**config.mk**
```make
export PLATFORM = sky130hd
export DESIGN_NAME = irq_ctrl
export DESIGN_NICKNAME = d
export VERILOG_FILES = /design/src/rtl/irq_ctrl_pkg.sv /design/src/rtl/irq_ctrl_prio_enc.sv /design/src/rtl/irq_ctrl.sv
export SDC_FILE = /design/constraint.sdc
export NUM_CORES = 1
export LEC_CHECK = 0
export ABC_AREA = 1
export ABC_CLOCK_PERIOD_IN_PS = 4800
export CORE_UTILIZATION = 45
export CTS_CLUSTER_DIAMETER = 120
export DETAILED_ROUTE_END_ITERATION = 16
export GPL_ROUTABILITY_DRIVEN = 0
export GPL_TIMING_DRIVEN = 0
export PLACE_DENSITY = 0.78
export SLEW_MARGIN = 20
export SYNTH_ARGS = -nofsm -noshare
export SYNTH_HDL_FRONTEND = slang
export SYNTH_HIERARCHICAL = 1
export SYNTH_SLANG_ARGS = --single-unit
```
**constraint.sdc**
```tcl
create_clock -name clk -period 4.8 [get_ports clk]
set_clock_uncertainty 0.2 [all_clocks]
set_input_delay 0.72 -clock clk [delete_from_list [all_inputs] [get_ports clk]]
set_output_delay 0.72 -clock clk [all_outputs]
set_load 0.05 [all_outputs]
```
**src/rtl/irq_ctrl_pkg.sv**
```systemverilog
// Shared constants for the interrupt controller: bus register map, bus direction
// encoding and FSM state encodings.
package irq_ctrl_pkg;

    typedef logic [3:0] irq_addr_t;

    localparam irq_addr_t IRQ_PEND_ADDR = 4'd0;
    localparam irq_addr_t IRQ_MASK_ADDR = 4'd1;
    localparam irq_addr_t IRQ_EDGE_ADDR = 4'd2;
    localparam irq_addr_t IRQ_CTRL_ADDR = 4'd3;
    localparam irq_addr_t IRQ_VEC_ADDR  = 4'd4;
    localparam irq_addr_t IRQ_ACK_ADDR  = 4'd5;

    // Irq_rw encoding shared with the Timer bus
    localparam logic IRQ_READ  = 1'b1;
    localparam logic IRQ_WRITE = 1'b0;

    localparam logic [0:0] ST_IDLE  = 1'b0;
    localparam logic [0:0] ST_SERVE = 1'b1;

endpackage

```
**src/rtl/irq_ctrl_prio_enc.sv**
```systemverilog
// Combinational fixed-priority encoder: the lowest-index set request wins.
module irq_prio_enc #(
    parameter int NUM_IRQ = 8,
    parameter int ID_W    = 3
) (
    input  logic [NUM_IRQ-1:0] i_req,
    output logic               o_valid,
    output logic [ID_W-1:0]    o_id
);

    always_comb begin
        o_valid = |i_req;
        o_id    = '0;
        // Descending scan so the last hit, the lowest index, is what remains
        for (int i = NUM_IRQ - 1; i >= 0; i--) begin
            if (i_req[i]) begin
                o_id = ID_W'(i);
            end
        end
    end

endmodule

```
**src/rtl/irq_ctrl.sv**
```systemverilog
// Interrupt controller: captures source lines into a pending register, prioritises
// the masked requests and holds one source in service until the CPU acknowledges it.
module irq_ctrl
    import irq_ctrl_pkg::*;
#(
    parameter int NUM_IRQ = 8,
    parameter int ID_W    = 3
) (
    input  logic               clk,
    input  logic               rest,
    input  logic [NUM_IRQ-1:0] irq_in,
    input  logic               Irq_cs,
    input  logic               Irq_as,
    input  logic               Irq_rw,
    input  logic [3:0]         Irq_addr,
    input  logic [31:0]        Irq_wr_data,
    output logic               Irq_rdy,
    output logic [31:0]        Irq_rd_data,
    output logic               cpu_irq,
    output logic [ID_W-1:0]    cpu_irq_id
);

    logic [NUM_IRQ-1:0] r_pending;
    logic [NUM_IRQ-1:0] r_mask;
    logic [NUM_IRQ-1:0] r_edge_sel;
    logic [NUM_IRQ-1:0] r_prev_in;
    logic               r_enable;
    logic [0:0]         r_state;

    logic               w_bus;
    logic               w_wr;
    logic               w_rd;
    logic               w_ack;
    logic               w_grant;
    logic               w_valid;
    logic [ID_W-1:0]    w_id;
    logic [NUM_IRQ-1:0] w_set;
    logic [NUM_IRQ-1:0] w_w1c;
    logic [NUM_IRQ-1:0] w_req;
    logic [NUM_IRQ-1:0] w_grant_clr;
    logic [31:0]        w_rd_val;

    assign w_bus = Irq_cs & Irq_as;
    assign w_wr  = w_bus & (Irq_rw == IRQ_WRITE);
    assign w_rd  = w_bus & (Irq_rw == IRQ_READ);

    assign w_set = (r_edge_sel & irq_in & ~r_prev_in) | (~r_edge_sel & irq_in);
    assign w_w1c = (w_wr && Irq_addr == IRQ_PEND_ADDR) ? Irq_wr_data[NUM_IRQ-1:0] : '0;
    assign w_req = r_pending & r_mask & {NUM_IRQ{r_enable}};

    irq_prio_enc #(
        .NUM_IRQ (NUM_IRQ),
        .ID_W    (ID_W)
    ) u_prio_enc (
        .i_req   (w_req),
        .o_valid (w_valid),
        .o_id    (w_id)
    );

    assign w_grant     = (r_state == ST_IDLE) && w_valid;
    assign w_grant_clr = w_grant ? (NUM_IRQ'(1) << w_id) : '0;
    // Only an exact, zero-extended match of the in-service ID ends service
    assign w_ack       = w_wr && (Irq_addr == IRQ_ACK_ADDR) && (Irq_wr_data == 32'(cpu_irq_id));

    always_comb begin
        w_rd_val = '0;
        case (Irq_addr)
            IRQ_PEND_ADDR: w_rd_val[NUM_IRQ-1:0] = r_pending;
            IRQ_MASK_ADDR: w_rd_val[NUM_IRQ-1:0] = r_mask;
            IRQ_EDGE_ADDR: w_rd_val[NUM_IRQ-1:0] = r_edge_sel;
            IRQ_CTRL_ADDR: w_rd_val[0]           = r_enable;
            IRQ_VEC_ADDR: begin
                w_rd_val[31]       = (r_state == ST_SERVE);
                w_rd_val[ID_W-1:0] = cpu_irq_id;
            end
            default: ;
        endcase
    end

    always_ff @(posedge clk or posedge rest) begin
        if (rest) begin
            r_pending   <= '0;
            r_mask      <= '0;
            r_edge_sel  <= '0;
            r_prev_in   <= '0;
            r_enable    <= 1'b0;
            r_state     <= ST_IDLE;
            Irq_rdy     <= 1'b0;
            Irq_rd_data <= '0;
            cpu_irq     <= 1'b0;
            cpu_irq_id  <= '0;
        end else begin
            r_prev_in <= irq_in;
            // New captures win over both software W1C and the grant clear
            r_pending <= (r_pending & ~w_w1c & ~w_grant_clr) | w_set;
            Irq_rdy   <= w_bus;
            if (w_rd) begin
                Irq_rd_data <= w_rd_val;
            end
            if (w_wr) begin
                case (Irq_addr)
                    IRQ_MASK_ADDR: r_mask     <= Irq_wr_data[NUM_IRQ-1:0];
                    IRQ_EDGE_ADDR: r_edge_sel <= Irq_wr_data[NUM_IRQ-1:0];
                    IRQ_CTRL_ADDR: r_enable   <= Irq_wr_data[0];
                    default: ;
                endcase
            end
            if (r_state == ST_IDLE) begin
                if (w_valid) begin
                    r_state    <= ST_SERVE;
                    cpu_irq    <= 1'b1;
                    cpu_irq_id <= w_id;
                end
            end else if (w_ack) begin
                r_state <= ST_IDLE;
                cpu_irq <= 1'b0;
            end
        end
    end

endmodule

```
==> summary.txt, run 1 <==
Outcome
  • Status: finished clean

Timing
  • Fin crit period: 2.49 ns
  • Final hold viol count: 0
  • Fin crit share: approximately half
  • Final setup viols: 0
  • RSZ-0062 raised after global routing: false
  • Final Max Slew Viols: 0
  • Setup TNS: 0 ns
  • Rel. slew slack: 66.0%
  • Worst Max-Slew Pin Slew: 0.508 ns
  • Highest achievable clock rate: 402 MHz

CTS
  • Clock Path Buffers: 2
  • Htree depth: 2
  • Clock Latency Late Sink: 0.30 ns
  • Root Driver: clkbuf_8
  • Clk slew on worst S/H paths: 0.09 ns
  • CTS sink count: 48
  • Post-CTS Setup Bufs: 0
  • Post-CTS Hold Buffers: 0
  • Post-CTS sizing: 0
  • TritonCTS Buffers: 5
  • CTS tree: done

Detailed routing
  • Post-DR wirelength/cell: 12.1 µm
  • Total number of vias: between 2,000 and 2,500
  • Drt pass-1 iters: 4
  • Routed Antenna Nets: 0
  • Vias/cell: between 4 and 5
  • Drc violations: 0
  • DRT iter0 DRCs: 173
  • Final wirelength: 6.39 mm

Yosys
  • Synth unique cells: 27
  • Post-Synthesis Cells: 361
  • Cell taking the most area after synthesis: dfrtp_1
  • Synthesized flop and latch total: 48
  • Sequential area share after synthesis: 44.7%
  • YS warnings: 6
  • Area fraction of the dominant cell type after synthesis: 44.7%
  • Mapped cell area: 2690 µm²
  • Avg Inst Size Synth: 7.45 µm²
  • Area contributors post-synth: dfrtp_1 (45%), nand2_1 (19%), buf_4 (6.7%)

Global routing
  • Vias in the first global route: between 2,000 and 2,500
  • Total gr overflow: 0
  • Pin count of the biggest net entering global routing: 36
  • Global Route Usage Sum: 22.7%
  • First-pass GRT wire length: 10.9 mm
  • Initial antenna violation count: 0

Setup path
  • Crit start category: flip-flop
  • Worst Path Buf+Inv: 1
  • Worst Path Required: around 3.9 ns
  • Crit Path Class: flip-flop to primary output
  • Critical path's largest stage delay: 0.84 ns
  • Critical path's top delay family: buffers and inverters
  • Critical-path top delay cell: clkdlybuf4s50_1
  • Sequence of cells on the critical path: clkdlybuf4s50_1
  • WP data arrival: approximately 1.6 ns
  • CP endpoint kind: primary output
  • Critical path fanouts, max: 5

Placed design
  • Instance area after placement: 3500 µm²
  • IO buf count: 62
  • Placed cell count: 518
  • HPWL Detailed: 4.97 mm

Layout
  • Nets: 502
  • Syn-to-layout area delta: 34.9%
  • Non-Filler Instances: 526
  • # diodes: 0
  • Fin area: between 3000 and 4000 µm²
  • Share of cells above drive strength 1: 15.2%

Job
  • Max cap viols: 0

Floorplan
  • Die W: about 79 µm
  • Initial core utilization: 47.7%
  • IO Pins: 86
  • Core area: 5640 µm²
  • Std cell rows: 27
  • Die area: 6290 µm²
  • Die H: 79.3 µm

Pwr
  • P per Cell Area: 274 nW/µm²
  • Worst ir drop on vdd: 0.138 mV
  • Leakage power: 0.00181 µW

Worst hold path
  • Worst hold path type: flip-flop to flip-flop
## cell type report
type,instances,area (µm²)
Inverter,36,138
Clock buffer,7,96.3
Timing Repair Buffer,63,641
Buffer,27,206
Fill cell,528,2010
Clock inverter,1,30.0
Sequential cell,48,1200
Tap cell,72,90.1
Multi-Input combinational cell,272,1230
## worst paths after layout
| kind | start | endpoint | slack [ns] | depth (start not counted) |
|---|---|---|---|---|
| worst max-delay path | cpu_irq_id[0] | cpu_irq_id[0] | 2.31 | 1 |
| worst min-delay path | Irq_rd_data[6] | Irq_rd_data[6] | 0.28 | 2 |
| worst max register to register | r_enable | r_pending[2] | 2.63 | 10 |
| worst min register to register | Irq_rd_data[6] | Irq_rd_data[6] | 0.28 | 2 |
| max in group asynchronous | rest | r_edge_sel[1] | 3.43 | 3 |
| min in group asynchronous | rest | r_edge_sel[0] | 0.48 | 2 |
## metrics by stage
stage / power, µW / hold slack [ns] / util [%] / worst slack (ns)
global route: 1040 / 0.298 / 64.3 / 2.27
finish: 996 / 0.280 / 64.3 / 2.31
CTS: 995 / 0.287 / 64.3 / 2.30
detailed placement: 683 / 0.265 / 62.1 / 2.26
floorplan: 606 / 0.255 / - / 2.74
global placement: 677 / 0.261 / 61.7 / 1.83
## registers in the layout, summed over array words and instances, names as in the netlist
name,cells
r_pending,8
r_edge_sel,8
r_mask,8
r_enable,1
cpu_irq,1
Irq_rdy,1
r_state,1
r_prev_in,8
Irq_rd_data,9
cpu_irq_id,3
## synthesized netlist by cell type
cell	count
nand2_1	136
dfrtp_1	48
nor2_1	40
inv_1	33
buf_4	24
nand3_1	20
o21ai_2	16
o21ai_0	6
a21oi_1	5
nand2_2	5
nand4_1	3
o21ai_1	3
buf_6	2
inv_2	2
nand2_4	2
nor2_2	2
nor2_4	2
nor3_1	2
nor3_2	2
a31oi_1	1
and3_1	1
clkbuf_1	1
conb_1	1
inv_4	1
o211ai_1	1
or2_1	1
or2_2	1
## metal layers
metal	track usage (%)	share of wire, %	vias to the layer above
met1	28.0	41	1127
met4	6.73	0.89	0
met3	3.91	6.3	8
met5	0	0	-
met2	40.3	52	81
li1	-	-	1255
## cells in the final DEF, fill, tap and decap left out, types with 3 or more instances in the layout
cell type,count
nand4_1,3
nor2_1,40
o21ai_2,16
buf_4,24
inv_1,32
clkdlybuf4s50_1,62
inv_2,3
dfrtp_1,48
o21ai_1,3
nand2_1,136
clkbuf_8,7
nand2_2,5
nand3_1,20
conb_1,23
a21oi_1,5
o21ai_0,6
## kinds of logic after synthesis
family	after synthesis	synth area share [%]
and+or+nand+nor	217	34.1
DFF	48	44.7
AOI/OAI and AO/OA	32	8.33
other	1	0.139
buffers and inverters	63	12.8
## power breakdown
| group | switching [µW] | internal (µW) |
|---|---|---|
| clock network | 135 | 184 |
| registers | 18.5 | 431 |
| logic | 137 | 89.6 |
(Power assumes the default switching activity.)
==> run 2: changes to the inputs <==
--- a/config.mk
+++ b/config.mk
@@ -6,13 +6,13 @@
 export NUM_CORES = 1
 export LEC_CHECK = 0
 export ABC_AREA = 1
-export ABC_CLOCK_PERIOD_IN_PS = 4800
-export CORE_UTILIZATION = 45
+export ABC_CLOCK_PERIOD_IN_PS = 2250
+export CORE_UTILIZATION = 42
 export CTS_CLUSTER_DIAMETER = 120
 export DETAILED_ROUTE_END_ITERATION = 16
 export GPL_ROUTABILITY_DRIVEN = 0
 export GPL_TIMING_DRIVEN = 0
-export PLACE_DENSITY = 0.78
+export PLACE_DENSITY = 0.77
 export SLEW_MARGIN = 20
 export SYNTH_ARGS = -nofsm -noshare
 export SYNTH_HDL_FRONTEND = slang
==> constraint.sdc (replaced) <==
create_clock -name clk -period 2.25 [get_ports clk]
set_clock_uncertainty 0.2 [all_clocks]
set_input_delay 0.3375 -clock clk [delete_from_list [all_inputs] [get_ports clk]]
set_output_delay 0.3375 -clock clk [all_outputs]
set_load 0.05 [all_outputs]
==> run 2 against run 1 <==
Against the previous run: wire length fell by 1.3%; combinational power rose by 110%; die area rose by 7.0%; core utilization fell by 5.0 points; register-to-register slack got worse by 2.4 ns; via count rose by 0.36%; worst setup slack got worse by 2.2 ns; largest power group unchanged; non-clock buffer count did not move; total power rose by 95%; global-route usage fell by 1.1 points.
==> summary.txt, run 2 (synthesized netlist as in run 1, its figures left out) <==
Setup path
  • Critical path's largest stage delay: 0.84 ns
  • CP endpoint kind: primary output
  • Sequence of cells on the critical path: clkdlybuf4s50_1
  • Crit start category: flip-flop
  • Critical path fanouts, max: 5
  • RR Endpoint: r_pending[0]
  • Critical-path top delay cell: clkdlybuf4s50_1
  • Worst Path Buf+Inv: 1
  • Critical path's top delay family: buffers and inverters
  • WP data arrival: about 1.6 ns
  • Worst Path Required: 1.71 ns
  • Crit Path Class: flip-flop to primary output
  • Reg2reg path depth: 9
  • Worst r2r src: r_enable
  • FF-to-FF setup slack: 0.25 ns

Detailed routing
  • Final wirelength: between 6 and 7 mm
  • Drc violations: 0
  • Routed length on met2: 3.13 mm
  • Wl on met1: around 2.6 mm
  • WL met3: around 500 µm
  • Vias/cell: 4.70
  • Total number of vias: around 2,500
  • Drt pass-1 iters: 4
  • Highest Signal Layer: met4
  • Routed Antenna Nets: 0
  • Post-DR wirelength/cell: 11.9 µm
  • DRT iter0 DRCs: 156

Pwr
  • Worst ir drop on vdd: ~0.33 mV
  • Comb pwr share: around 25%
  • Leakage power: between 0.0015 and 0.002 µW
  • NetSw: 612 µW
  • Flop pwr share: 49.6%
  • Switching Fraction: 31.6%
  • P per Cell Area: about 540 nW/µm²
  • Final Total Pwr: 1940 µW
  • Pint: 1320 µW
  • Clk network pwr share: 25.4%

Layout
  • Non-Filler Instances: 528
  • Most frequent cells in the layout: nand2_1 (135), clkdlybuf4s50_1 (62), dfrtp_1 (48)
  • Max reg flops: 9
  • Commonest non-fill, non-tap cell in the layout: nand2_1
  • Share of cells above drive strength 1: 15.2%
  • Nets: approximately 500
  • Top reg by flops: Irq_rd_data
  • # diodes: 0
  • Fin area: 3590 µm²
  • Syn-to-layout area delta: 33.6%

CTS
  • Post-CTS sizing: 0
  • Clk slew on worst S/H paths: 0.08 ns
  • Post-CTS Setup Bufs: 0
  • Clock Path Buffers: 2
  • Clock Latency Late Sink: 0.30 ns
  • Root Driver: clkbuf_8
  • Post-CTS Hold Buffers: 0
  • CTS tree: done
  • CTS sink count: 48
  • Htree depth: 2
  • TritonCTS Buffers: 5

Timing
  • Final setup viols: 0
  • Fin crit period: approximately 2.1 ns
  • Fin crit share: 93.4%
  • Final Max Slew Viols: 0
  • Setup TNS: 0 ns
  • Worst Slack Setup Final: 0.148 ns
  • RSZ-0062 raised after global routing: false
  • Rel. slew slack: between 50% and 60%
  • Highest achievable clock rate: roughly 480 MHz
  • Worst Max-Slew Pin Slew: roughly 0.67 ns
  • Final hold viol count: 0

Placed design
  • Placed cell count: 521
  • Dpl ws: 0.118 ns
  • IO buf count: 62
  • HPWL Detailed: 4.98 mm
  • Instance area after placement: 3510 µm²

Outcome
  • Status: finished clean

Worst hold path
  • Worst hold path type: input pin to async pin

Global routing
  • Vias in the first global route: 2,382
  • Global Route Usage Sum: 21.6%
  • Initial antenna violation count: 0
  • Total gr overflow: 0
  • Pin count of the biggest net entering global routing: 32
  • First-pass GRT wire length: 10.8 mm

Floorplan
  • Initial core utilization: 44.4%
  • Std cell rows: 28
  • Core area: 6060 µm²
  • Die H: 82.0 µm
  • IO Pins: 86
  • Die W: 82.0 µm
  • Die area: 6730 µm²

Job
  • Max cap viols: 0
run 2: cell count changes in the layout (fill, tap and decap cells not counted):
cell / before / now
clkbuf_1: 1 / 2
nand2_2: 5 / 6
clkinv_2: 0 / 1
inv_2: 3 / 4
bufinv_16: 1 / 0
clkbuf_8: 7 / 5
inv_1: 32 / 31
nand2_1: 136 / 135
buf_16: 0 / 1
buf_12: 1 / 0
run 2: layout make-up:
cell class	count	area, µm²
buffer	27	206
clock buffer	6	72.6
clock inverter	1	5.00
fill	561	2470
inverter	36	138
multi-input combinational	272	1230
sequential	48	1200
tap	75	93.8
timing repair buffer	63	648
run 2: power by group through the flow:
stage	clock, µW	sequential [µW]	combinational, µW
CTS	497	961	485
detailed placement	0	978	483
global route	545	969	534
global placement	0	975	470
finish	491	961	484
floorplan	0	1010	285
run 2: through the flow:
step | utilization, % | hold WS, ns
6_report | 59.3 | 0.246
4_1_cts | 59.3 | 0.275
3_5_place_dp | 58.0 | 0.266
3_3_place_gp | 57.5 | 0.262
2_1_floorplan | - | 0.169
5_1_grt | 59.3 | 0.284
run 2: how the worst max path moves through the flow:
stage                     slack, ns          start            end  cells past startpoint
after detailed placement       0.12    Irq_addr[3]  r_edge_sel[0]                      8
final                          0.15  cpu_irq_id[0]  cpu_irq_id[0]                      1
after global placement        -0.34           rest  r_edge_sel[2]                      2
after floorplan                0.48       r_enable   r_pending[1]                     10
after global routing           0.06       r_enable   r_pending[2]                     11
after CTS                       0.1       r_enable   r_pending[2]                     10
run 2: routing by layer:
metal | track usage (%) | vias up
li1 | - | 1255
met1 | 26.8 | 1136
met2 | 37.0 | 82
met3 | 5.44 | 7
met4 | 5.96 | 0
met5 | 0 | -
==> run 3: changes to the inputs <==
--- a/config.mk
+++ b/config.mk
@@ -7,12 +7,12 @@
 export LEC_CHECK = 0
 export ABC_AREA = 1
 export ABC_CLOCK_PERIOD_IN_PS = 2250
-export CORE_UTILIZATION = 42
+export CORE_UTILIZATION = 45
 export CTS_CLUSTER_DIAMETER = 120
 export DETAILED_ROUTE_END_ITERATION = 16
+export DONT_BUFFER_PORTS = 1
 export GPL_ROUTABILITY_DRIVEN = 0
 export GPL_TIMING_DRIVEN = 0
-export PLACE_DENSITY = 0.77
 export SLEW_MARGIN = 20
 export SYNTH_ARGS = -nofsm -noshare
 export SYNTH_HDL_FRONTEND = slang
==> run 3 against run 2 <==
Against the previous run: design area down 13%; count of clock-buffer cells in the layout rose by 2; sequential cell count did not move; final cell count is 9.3% lower; register-to-register slack worse by 0.07 ns; core utilization down 3.8 points; global-route usage fell by 0.28 points; clock power up 7.9%; worst setup slack gained 0.030 ns; non-clock buffer count shrank 47; sequential power increased by 4%; first-iteration DRC count decreased by 20%.
==> summary.txt, run 3 (synthesized netlist as in run 1, its figures left out) <==
Outcome
  • Status: finished clean

Detailed routing
  • Drc violations: 0
  • Drt pass-1 iters: 4
  • Vias/cell: 4.72
  • DRT iter0 DRCs: about 130
  • Post-DR wirelength/cell: 12.7 µm
  • Final wirelength: 6.10 mm
  • Routed Antenna Nets: 0
  • Total number of vias: 2,261

Layout
  • Nets: ~460
  • Max reg flops: 9
  • Fin area: 3130 µm²
  • Share of cells above drive strength 1: 17.4%
  • # diodes: 0
  • Most frequent cells in the layout: nand2_1 (136), dfrtp_1 (48), nor2_1 (38)
  • Syn-to-layout area delta: 16.4%
  • Commonest non-fill, non-tap cell in the layout: nand2_1
  • Top reg by flops: Irq_rd_data

Global routing
  • Pin count of the biggest net entering global routing: 30
  • Total gr overflow: 0
  • Routing usage on met3: 4.25%
  • Met1 usage: 28.5%
  • Met2 GRT Util: 34.7%
  • Vias in the first global route: 2,120
  • First-pass GRT wire length: approximately 10 mm
  • Global Route Usage Sum: a little over a fifth
  • GRT busiest layer: met2
  • Initial antenna violation count: 0

Placed design
  • IO buf count: 0
  • Instance area after placement: 2880 µm²
  • HPWL Detailed: 4.67 mm
  • Dpl ws: about 0.10 ns

Floorplan
  • Core area: between 5000 and 6000 µm²
  • Std cell rows: 27
  • Die area: 6290 µm²
  • Die W: between 70 and 80 µm
  • IO Pins: 86
  • Die H: around 79 µm
  • Initial core utilization: 47.7%

Setup path
  • WP data arrival: roughly 2.1 ns
  • Critical path fanouts, max: 8
  • CP endpoint kind: flip-flop
  • Crit start category: flip-flop
  • Setup crit start: r_enable
  • Crit Path Class: flip-flop to flip-flop
  • Worst Path Required: 2.29 ns
  • Worst r2r src: r_enable

Timing
  • Highest achievable clock rate: between 400 and 500 MHz
  • Fin crit share: 92.1%
  • Final setup viols: 0
  • Worst Max-Slew Pin Slew: 0.570 ns
  • Final Max Slew Viols: 0
  • Fin crit period: a little over 2 ns
  • RSZ-0062 raised after global routing: false
  • Final hold viol count: 0
  • Rel. slew slack: 62.0%
  • Worst Slack Setup Final: 0.178 ns

CTS
  • TritonCTS Buffers: 5
  • Clock Path Buffers: 2
  • Clock Latency Late Sink: around 0.30 ns
  • Htree depth: 2
  • CTS tree: done
  • CTS sink count: 48
  • Root Driver: clkbuf_8
  • Clk slew on worst S/H paths: 0.09 ns

Worst hold path
  • Worst hold path type: input pin to flip-flop
  • Worst Hold Launch: Irq_wr_data[7]

Pwr
  • P per Cell Area: 601 nW/µm²
  • Leakage power: 0.00162 µW
  • Worst ir drop on vdd: 0.309 mV

Job
  • Max cap viols: 0
run 3: area by class of cell:
class	instances	area (µm²)
clock buffer	8	90.1
inverter	36	138
sequential	48	1200
timing repair buffer	16	170
multi-input combinational	272	1240
fill	577	2510
tap	72	90.1
buffer	27	206
run 3: repair_timing:
action | CTS | global route
setup buffers | 0 | 0
resized for setup | 0 | 4
setup endpoints to repair | 0 | 8
hold buffers | 15 | 0
endpoints found under the hold margin | 35 | 0
run 3: final timing paths:
path	cells after the start	end	slack, ns
min in group asynchronous	2	Irq_rd_data[5]	0.29
worst max register to register	10	r_pending[1]	0.18
max in group asynchronous	3	r_mask[3]	1.05
worst min register to register	2	r_mask[2]	0.29
worst min-delay path	3	r_pending[7]	0.01
worst max-delay path	10	r_pending[1]	0.18
run 3: critical path: stages, from the launching register on:
cell and delay [ns]:
dfrtp_1 0.42, inv_2 0.15, nor2_1 0.08, or2_1 0.25, nor3_2 0.15, nand2_1 0.11
nand2_1 0.23, nor2_2 0.11, a21oi_1 0.19, nand2_1 0.08, nand2_1 0.05
run 3: power breakdown:
group	internal [µW]	leakage [µW]	switching, µW	total, µW
Combinational	120	0.000989	233	353
Clock	251	0.0000455	278	530
Sequential	920	0.000586	81.7	1000
run 3: metrics by stage:
stage / util, % / hold slack, ns / std cells / power [µW] / setup TNS [ns]
finish: 55.5 / 0.0113 / 479 / 1880 / 0
global route: 55.5 / 0.00538 / 479 / 1990 / 0
CTS: 55.4 / 0.00184 / 479 / 1900 / 0
detailed placement: 51.1 / 0.0536 / 456 / 1350 / 0
global placement: 50.7 / 0.169 / 455 / 1340 / -0.0232
floorplan: - / 0.169 / 383 / 1290 / 0
run 3: metal layers:
layer	share of wire (%)	vias up	routed length, µm
met5	0	-	0
met2	49	65	2960
met3	5.0	4	308
met1	46	1036	2790
met4	0.69	0	42
li1	-	1156	-
